===== config.mk =====
export PLATFORM = sky130hd
export DESIGN_NAME = carry_resolve_seq
export DESIGN_NICKNAME = d
export VERILOG_FILES = /design/src/rtl/carry_resolve_seq.sv
export SDC_FILE = /design/constraint.sdc
export NUM_CORES = 1
export LEC_CHECK = 0
export CAP_MARGIN = 30
export CORE_MARGIN = 2
export CORE_UTILIZATION = 35
export DETAILED_ROUTE_END_ITERATION = 12
export PLACE_DENSITY = 0.67
export SLEW_MARGIN = 20
export SYNTH_ARGS = -nofsm -noshare
export SYNTH_HDL_FRONTEND = slang
export SYNTH_SLANG_ARGS = --single-unit
export TNS_END_PERCENT = 100

===== constraint.sdc =====
create_clock -name clk -period 2.3 [get_ports clk]
set_input_delay 0.46 -clock clk [delete_from_list [all_inputs] [get_ports clk]]
set_output_delay 0.46 -clock clk [all_outputs]
set_load 0.005 [all_outputs]

===== src/rtl/carry_resolve_seq.sv =====
// Iterative carry-save to binary resolver: one half-adder row per clock until carries drain.
// Optional early exit when the carry vector is already zero: CARRY_RESOLVE_EARLY_EXIT_EN.
module carry_resolve_seq #(
  parameter  int unsigned N  = 3,
  localparam int unsigned W  = N + 2,
  localparam int unsigned IW = $clog2(N + 3)
) (
  input  logic          clk,
  input  logic          rst_n,
  input  logic          in_valid,
  output logic          in_ready,
  input  logic [N-1:0]  in_sum,
  input  logic [N-1:0]  in_carry,
  output logic          out_valid,
  input  logic          out_ready,
  output logic [W-1:0]  out_value,
  output logic [IW-1:0] out_iters
);

  localparam logic [1:0] IDLE = 2'd0;
  localparam logic [1:0] RUN  = 2'd1;
  localparam logic [1:0] DONE = 2'd2;

  logic [1:0]    state, state_nx;
  logic [W-1:0]  s, s_nx;
  logic [W-1:0]  c, c_nx;
  logic [IW-1:0] cnt, cnt_nx;
  logic          in_ready_nx, out_valid_nx;

`ifndef CARRY_RESOLVE_EARLY_EXIT_EN
  localparam int unsigned SW = $clog2(W + 1);
  logic [SW-1:0] stp, stp_nx;
`endif

  // State and datapath registers
  always_ff @(posedge clk or negedge rst_n) begin
    if (!rst_n) begin
      state     <= IDLE;
      s         <= '0;
      c         <= '0;
      cnt       <= '0;
      in_ready  <= 1'b1;
      out_valid <= 1'b0;
`ifndef CARRY_RESOLVE_EARLY_EXIT_EN
      stp       <= '0;
`endif
    end else begin
      state     <= state_nx;
      s         <= s_nx;
      c         <= c_nx;
      cnt       <= cnt_nx;
      in_ready  <= in_ready_nx;
      out_valid <= out_valid_nx;
`ifndef CARRY_RESOLVE_EARLY_EXIT_EN
      stp       <= stp_nx;
`endif
    end
  end

  // Next-state and half-adder row
  always_comb begin
    state_nx = state;
    s_nx     = s;
    c_nx     = c;
    cnt_nx   = cnt;
`ifndef CARRY_RESOLVE_EARLY_EXIT_EN
    stp_nx   = stp;
`endif
    case (state)
      IDLE: begin
        if (in_valid) begin
          s_nx     = {2'b00, in_sum};
          c_nx     = {1'b0, in_carry, 1'b0};
          cnt_nx   = '0;
`ifndef CARRY_RESOLVE_EARLY_EXIT_EN
          stp_nx   = '0;
`endif
          state_nx = RUN;
        end
      end
      RUN: begin
`ifdef CARRY_RESOLVE_EARLY_EXIT_EN
        if (c == '0) begin
          state_nx = DONE;
        end else begin
          s_nx   = s ^ c;
          c_nx   = W'((s & c) << 1);
          cnt_nx = cnt + IW'(1);
        end
`else
        // Fixed latency: always W steps, counting only those with a live carry
        if (stp == SW'(W)) begin
          state_nx = DONE;
        end else begin
          s_nx   = s ^ c;
          c_nx   = W'((s & c) << 1);
          stp_nx = stp + SW'(1);
          if (c != '0) cnt_nx = cnt + IW'(1);
        end
`endif
      end
      DONE: begin
        if (out_ready) state_nx = IDLE;
      end
      default: state_nx = IDLE;
    endcase
    in_ready_nx  = (state_nx == IDLE);
    out_valid_nx = (state_nx == DONE);
  end

  assign out_value = s;
  assign out_iters = cnt;

endmodule


### Word-level counts from Yosys, hierarchy flattened

Index checks and enable logic that the tools add are counted.

| cells by class | value |
|---|---|
| add/subtract/negate cells | 2 |
| multiply operators | 0 |
| div/mod/pow operators | 0 |
| $lt $le $gt $ge | 0 |
| equality and inequality tests | 7 |
| shifts and indexed selects | 0 |
| multiplexer cells | 16 |
| bitwise logic cells | 2 |
| reductions and logical operators | 6 |

Operators with widths:

| operator | count |
|---|---|
| 5-bit two-way mux | 4 |
| 5-bit one-hot mux with 2 select lines | 2 |
| 3-bit two-way mux | 4 |
| 3-bit one-hot mux with 2 select lines | 2 |
| 3-bit by 1-bit adder with 3-bit output, second input constant | 2 |
| 2-bit two-way mux | 3 |
| 2-bit inequality test, second input constant | 3 |
| 2-bit one-hot mux with 3 select lines | 1 |
| 5-bit nonzero test | 1 |
| 5-bit XOR | 1 |
| 4-bit bitwise AND | 1 |
| 2-bit equality test, second input constant | 2 |
| 2-bit zero test | 2 |
| 4-bit AND reduction | 1 |
| 3-bit equality test, second input constant | 1 |
| 3-bit AND reduction | 1 |
| 2-bit by 1-bit equality test with 1-bit output, second input constant | 1 |
| 2-bit nonzero test | 1 |

| word-level totals | value |
|---|---|
| flip-flop bits (word level) | 20 |
| latch bits | 0 |
| bits in writable memories | 0 |
| bits in read-only memories | 0 |
| input bits | 10 |
| output and inout bits | 10 |
| word-level logic and storage cells | 40 |
| memories | 0 |

### Depth between registers and ports, before layout

Gate-level depths: netlist of run 1.

| depth | value |
|---|---|
| depth in word-level cells | 4 |
| gate-level depth with buffers | 8 |
| mapped depth without buffers | 6 |

### Least setup slack after synthesis of run 1

OpenSTA, ideal clock, no wires.

| timing | value |
|---|---|
| path type | reg-to-reg |
| start point | register stp[0] |
| end point | register c[1] |
| library setup time | 0.121 ns |
| arrival time | 1.470 ns |
| data required time | 2.179 ns |
| setup slack | 0.709 ns |
| cell stages (with the launch flop) | 7 |
| path buffers | 2 |
| clock period less this slack | 1.591 ns |
| cell sequence | dfrtp_1 -> ha_1 -> and3_1 -> buf_6 -> or2_1 -> buf_6 -> a22o_1 |

| between the ends | value |
|---|---|
| longest elaborated chain between the ends | 3 |

RTL lines:

| element | RTL line | RTL |
|---|---|---|
| start: declaration | 32 | `logic [SW-1:0] stp, stp_nx;` |
| start signal: assignment | 55 | `stp <= stp_nx;` |
| 3-bit equality test | 92 | `if (stp == SW'(W)) begin` |
| 2-bit inequality test (no source line) | - |  |
| 3-bit AND reduction (no source line) | - |  |
| end signal: assignment | 50 | `c <= c_nx;` |
| end: declaration | 26 | `logic [W-1:0] c, c_nx;` |

No other way between the ends.
A chain may end at the register's enable or synchronous reset.

### Worst setup path in the final report of run 1

| timing | value |
|---|---|
| start point | register in_ready |
| end point | output in_ready |

RTL lines:

| element | RTL line | RTL |
|---|---|---|
| start: declaration | 11 | `output logic in_ready,` |
| start signal: assignment | 52 | `in_ready <= in_ready_nx;` |

No word-level cell between the ends.

==> summary.md, run 1 <==
| Metric | Value |
|---|---|
| Status | `complete, no violations` |
| Critical path class | `reg2out` |
| RR Endpoint | `out_value[3]` |
| Via-to-Cell Ratio | `5.30` |
| Final Hold Fails | `0` |
| Reg-to-reg slack, setup | `0.66 ns` |
| Cell variety after synth | `28` |
| Routed len/inst | `12.9 um` |
| Period utilization | `76.8%` |
| Worst-Skew Late Latency | `0.29 ns` |
| Crit path buffers/inverters | `1` |
| Cell Chain, Critical Path | `clkdlybuf4s50_1` |
| Worst vdd ir | `0.638 mV` |
| DP HPWL | `1310 um` |
| Rel. slew slack | `56.5%` |
| Sw Pwr | `555 uW` |
| HP Class | `in2async` |
| Async S/R FF share, synth | `100%` |
| Total GRT Usage | `12.5%` |
| # port buffers | `19` |
| #FFs+latches synth | `19` |
| Synth warnings | `0` |
| Clock Sink Count | `19` |
| Syn_nets | `100` |
| Clock power frac | `11.3%` |
| Core Region | `2500 um2` |
| Worst reg-to-reg path cell count | `4` |
| Post-synth top area share | `48.6%` |
| Crit path largest cell delay | `0.53 ns` |
| Fillers | `244` |
| Pwr Density | `1280 nW/um2` |
| DR DRC count | `0` |
| Critical Path Start Type | `register` |
| Largest net degree at the start of global routing | `20` |
| CTS resizes | `0` |
| Hold buffers post-CTS | `0` |
| GRT overflow | `0` |
| H-tree depth | `1` |
| Postcts setup bufs | `0` |
| Post-synth EDFFs | `0` |
| Cell Area, Synth | `927 um2` |
| RSZ-0062 raised after global routing | `false` |
| CTS tree | `done` |
| Setup violators final | `0` |
| Crit path required time | `1.84 ns` |
| Place WS | `0.342 ns` |
| Antenna viol nets, final | `0` |
| Final WL | `1750 um` |
| Commonest non-fill, non-tap cells in the layout | `19 x clkdlybuf4s50_1, 18 x dfrtp_1, 10 x o21ai_0` |
| R2r startpoint | `stp[0]` |
| First-pass GRT wire length | `3010 um` |
| Flop pwr share | `40.5%` |
| Final nets | `122` |
| Rows | `18` |
| Die height | `55.5 um` |
| Final min period | `1.77 ns` |
| Cts bufs inserted | `3` |
| DRT Pass-1 Iters | `4` |
| Final cell count without fillers | `135` |
| Area grow syn2layout | `25.2%` |
| CP max stage cell | `dfstp_2` |
| Worst Setup EP | `in_ready` |
| Total stage count of the critical path | `1` |
| Starting DRT DRC Count | `16` |
| DP Cell Count | `131` |
| Post-Synthesis Cells | `84` |
| Yosys top cell by area | `dfrtp_1` |
| Post-Syn Area per Cell | `11.0 um2` |
| Worst-margin pin slew | `0.652 ns` |
| Worst Setup SP | `in_ready` |
| Fraction of layout instances using a drive strength above 1 | `6.67%` |
| Total power | `1.48 mW` |
| Vias in the first global route | `686` |
| Leak pwr | `0.525 nW` |
| Clock-pin slew on the worst setup and hold paths | `0.11 ns` |
| Final slew viol count | `0` |
| Comb power frac | `48.1%` |
| Initial antenna violation count | `0` |
| Synth top area cells | `dfrtp_1 49%, ha_1 8.1%, o21ai_0 5.4%` |
| Clock Skew | `0.00523 ns` |
| Die area | `3080 um2` |
| Fmax | `566 MHz` |
| Final worst slack | `0.533 ns` |
| Sw Share | `37.4%` |
| Maximum fanout along the worst path | `1` |
| Initial Util | `37.1%` |
| Setup TNS | `0 ns` |
| Worst EP arrival | `1.31 ns` |
| Clock Tree Root | `clkbuf_4` |
| Commonest non-fill, non-tap cell in the layout | `clkdlybuf4s50_1` |
| Clk buf depth | `2` |
| Routed vias | `716` |
| Synth Flop Type | `dfrtp_1` |
| Placer Congestion | `0.816` |
| Internal power | `929 uW` |
| Ports | `20` |
| Worst hold slack | `0.483 ns` |
| Crit path max-delay family | `flip-flops` |
| Crit. End Element | `output pin` |
| Antenna cells | `0` |
| Max-cap check violation count | `0` |
| Width of the die | `55.5 um` |
| Post-synthesis sequential area ratio | `51.4%` |
-- synthesized netlist by cell type (all sizes together), types with 2 or more instances --
master	number
nand2b	3
a22o	4
mux2	2
o21ai	10
nor3	3
buf	3
a21oi	3
nor2	4
mux2i	4
nand2	3
ha	6
dfrtp	18
o22ai	3
inv	5
-- state kept, by name, summed over array words and instances (netlist names) --
name	flops
in_ready	1
out_iters	3
state	2
stp	3
c	4
out_value	5
out_valid	1
-- how the worst min path moves through the flow --
stage	to	cells past startpoint
global placement	out_value[0]	1
detailed placement	out_value[0]	1
finish	c[2]	2
floorplan	c[1]	0
CTS	out_value[1]	2
global route	state[1]	2
-- power groups by stage --
| stage | logic (mW) | clock network (mW) | registers [mW] |
|---|---|---|---|
| finish | 0.714 | 0.168 | 0.602 |
| global route | 0.810 | 0.189 | 0.621 |
| CTS | 0.724 | 0.175 | 0.601 |
| detailed placement | 0.717 | 0 | 0.607 |
| global placement | 0.704 | 0 | 0.601 |
| floorplan | 0.480 | 0 | 0.591 |
-- routing by layer --
| layer | vias to the layer above | share of wire, % | track usage, % |
|---|---|---|---|
| li1 | 348 | - | - |
| met2 | 21 | 46 | 19.0 |
| met3 | 6 | 4.4 | 2.11 |
| met4 | 0 | 2.9 | 8.01 |
| met5 | - | 0 | 0 |
| met1 | 341 | 47 | 16.2 |
-- layout make-up --
cell class                      instances  area, um2  share of cell area, %
Tap cell                               30       37.5                   3.23
Inverter                                5       18.8                   1.62
Multi-Input combinational cell         57        404                   34.8
Clock buffer                            4       26.3                   2.26
Sequential cell                        19        477                   41.1
Timing Repair Buffer                   20        198                   17.0
-- worst register-to-register path, delay by kind of cell, from the launching register on --
kind / cells / cell delay (ns)
AND/OR/NAND/NOR: 2 / 0.62
AO/OA/AOI/OAI: 1 / 0.26
adder cells (fa/ha/maj): 1 / 0.25
flip-flops: 1 / 0.42
-- per-stage QoR --
step	cell area, um2	util [%]
3_3_place_gp	1130	45.4
4_1_cts	1160	46.4
5_1_grt	1160	46.4
2_1_floorplan	927	-
3_5_place_dp	1130	45.4
6_report	1160	46.4
-- kinds of logic after synthesis --
kind of cell             Yosys count  share of synthesized area [%]
adder cells (fa/ha/maj)            6                           8.10
buffers and inverters              8                           4.99
AND/OR/NAND/NOR                   19                           10.7
AO/OA/AOI/OAI                     26                           18.1
flip-flops                        19                           51.4
multiplexers                       6                           6.75
(Power assumes the default switching activity.)
==> run 2: changes to the inputs <==
--- a/config.mk
+++ b/config.mk
@@ -9,7 +9,7 @@
 export CORE_MARGIN = 2
 export CORE_UTILIZATION = 35
 export DETAILED_ROUTE_END_ITERATION = 12
-export PLACE_DENSITY = 0.67
+export PLACE_DENSITY = 0.69
 export SLEW_MARGIN = 20
 export SYNTH_ARGS = -nofsm -noshare
 export SYNTH_HDL_FRONTEND = slang
==> constraint.sdc (replaced) <==
create_clock -name clk -period 1.5 [get_ports clk]
set_input_delay 0.3 -clock clk [delete_from_list [all_inputs] [get_ports clk]]
set_output_delay 0.3 -clock clk [all_outputs]
set_load 0.005 [all_outputs]
==> run 2 against run 1 <==
Cell count grew 9.6%. Design area rose by 13%. Sequential power is 50% higher. Die area unchanged. Routed wire length increased by 15%. Clock power is 55% higher. Sequential share of layout area is 4.6 points lower. Core utilization rose by 5.9 points. Critical path type is now reg2reg. Critical endpoint is now out_value[4]. Largest power group unchanged. Highest routed layer is now met3.
==> summary.md, run 2 (synthesis results as in run 1) <==
| Metric | Value |
|---|---|
| Status | `complete, no violations` |
| Critical path class | `reg2reg` |
| Reg-to-reg slack, setup | `0.05 ns` |
| Crit path required time | `1.73 ns` |
| RR Endpoint | `out_value[4]` |
| # port buffers | `19` |
| Maximum fanout along the worst path | `4` |
| Worst-Skew Late Latency | `0.29 ns` |
| Worst-margin pin slew | `0.440 ns` |
| First-pass GRT wire length | `3360 um` |
| Clock power frac | `10.1%` |
| RSZ-0062 raised after global routing | `false` |
| H-tree depth | `1` |
| Placed cell areas | `1200 um2` |
| HP Class | `in2async` |
| Internal power | `1.61 mW` |
| Rel. slew slack | `70.3%` |
| Final Hold Fails | `0` |
| Final cell count without fillers | `148` |
| Crit. End Element | `register` |
| Worst Setup SP | `stp[1]` |
| Via-to-Cell Ratio | `5.19` |
| Clock Sink Count | `19` |
| Die height | `55.5 um` |
| CTS tree | `done` |
| DP Cell Count | `139` |
| DR DRC count | `0` |
| Area grow syn2layout | `41.2%` |
| Final nets | `135` |
| Antenna viol nets, final | `0` |
| Critical Path Start Type | `register` |
| DP HPWL | `1550 um` |
| Final min period | `1.45 ns` |
| Worst Setup EP | `out_value[4]` |
| Leak pwr | `0.695 nW` |
| Rows | `18` |
| Sw Share | `37.2%` |
| Initial Util | `37.1%` |
| Max reg flops | `5` |
| Starting DRT DRC Count | `12` |
| DRT Pass-1 Iters | `4` |
| Ports | `20` |
| Clock Skew | `0.00722 ns` |
| Total GRT Usage | `13.7%` |
| Largest net degree at the start of global routing | `12` |
| Core Region | `2500 um2` |
| Placer Congestion | `0.834` |
| Sw Pwr | `956 uW` |
| Worst vdd ir | `1.21 mV` |
| Fraction of layout instances using a drive strength above 1 | `23.7%` |
| Cts bufs inserted | `3` |
| Clock-pin slew on the worst setup and hold paths | `0.12 ns` |
| Comb power frac | `54.7%` |
| R2r startpoint | `stp[1]` |
| Vias in the first global route | `797` |
| Die area | `3080 um2` |
| Fmax | `688 MHz` |
| Commonest non-fill, non-tap cell in the layout | `dfrtp_1` |
| Antenna cells | `0` |
| Width of the die | `55.5 um` |
| Max-cap check violation count | `0` |
| GRT overflow | `0` |
| Routed vias | `768` |
| Fin area | `1310 um2` |
| Routed len/inst | `13.6 um` |
| Clock Tree Root | `clkbuf_4` |
| Period utilization | `96.9%` |
| Setup violators final | `0` |
| Total power | `2.57 mW` |
| Final slew viol count | `0` |
| Final WL | `2020 um` |
| Worst reg-to-reg path cell count | `5` |
| Worst EP arrival | `1.68 ns` |
| Initial antenna violation count | `0` |
| Setup TNS | `0 ns` |
| Flop pwr share | `35.2%` |
| Clk buf depth | `2` |
| Pwr Density | `1960 nW/um2` |
| Commonest non-fill, non-tap cells in the layout | `18 x dfrtp_1, 14 x buf_4, 10 x o21ai_0, 10 x clkdlybuf4s50_1, 7 x dlymetal6s2s_1` |
==> run 2: critical path: stages, from the launching register on <==
cell     delay (ns)
dfrtp_1        0.39
inv_2          0.06
ha_4           0.17
and2_4         0.15
or4_1          0.46
a21oi_1        0.16
==> run 2: repair_timing <==
item,in CTS,in global routing
pin swaps,2,2
endpoints found under the setup margin,13,10
buffers inserted,4,1
gates resized for setup,4,11
hold buffers,0,0
hold endpoints to repair,0,0
==> run 2: area by class of cell <==
type	instances	area (um2)
inverter	5	18.8
multi-input combinational	57	438
sequential	19	477
clock inverter	1	5.00
fill	214	1190
timing repair buffer	33	310
tap	30	37.5
clock buffer	3	22.5
==> run 2: metal layers <==
layer	GRT usage (%)	wire (um)
met1	17.0	873
met3	2.58	115
met5	0	0
met2	23.8	1030
met4	4.18	0
==> run 2: power groups by stage <==
stage	combinational [mW]	sequential (mW)	clock [mW]
after detailed placement	1.25	0.928	0
after global placement	1.22	0.915	0
after global routing	1.55	0.930	0.312
after CTS	1.38	0.897	0.272
after floorplan	0.747	0.908	0
final	1.40	0.904	0.260
==> run 2: worst min path at each step <==
stage                 start           end  slack (ns)  depth (start not counted)
2_1_floorplan         rst_n          c[1]       0.004                          0
3_3_place_gp   out_value[0]  out_value[0]        0.49                          1
3_5_place_dp   out_value[0]  out_value[0]        0.50                          1
4_1_cts               rst_n  out_iters[0]        0.26                          1
5_1_grt               rst_n  out_iters[0]        0.24                          1
6_report              rst_n  out_iters[0]        0.26                          1
==> run 2: through the flow <==
stage	worst slack (ns)	utilization, %	hold WS [ns]
after detailed placement	-0.161	48.1	0.499
after floorplan	-0.0173	-	0.00441
final	0.0467	52.4	0.259
after global routing	0.00928	52.4	0.238
after global placement	-0.114	48.1	0.495
after CTS	0.00237	50.6	0.261
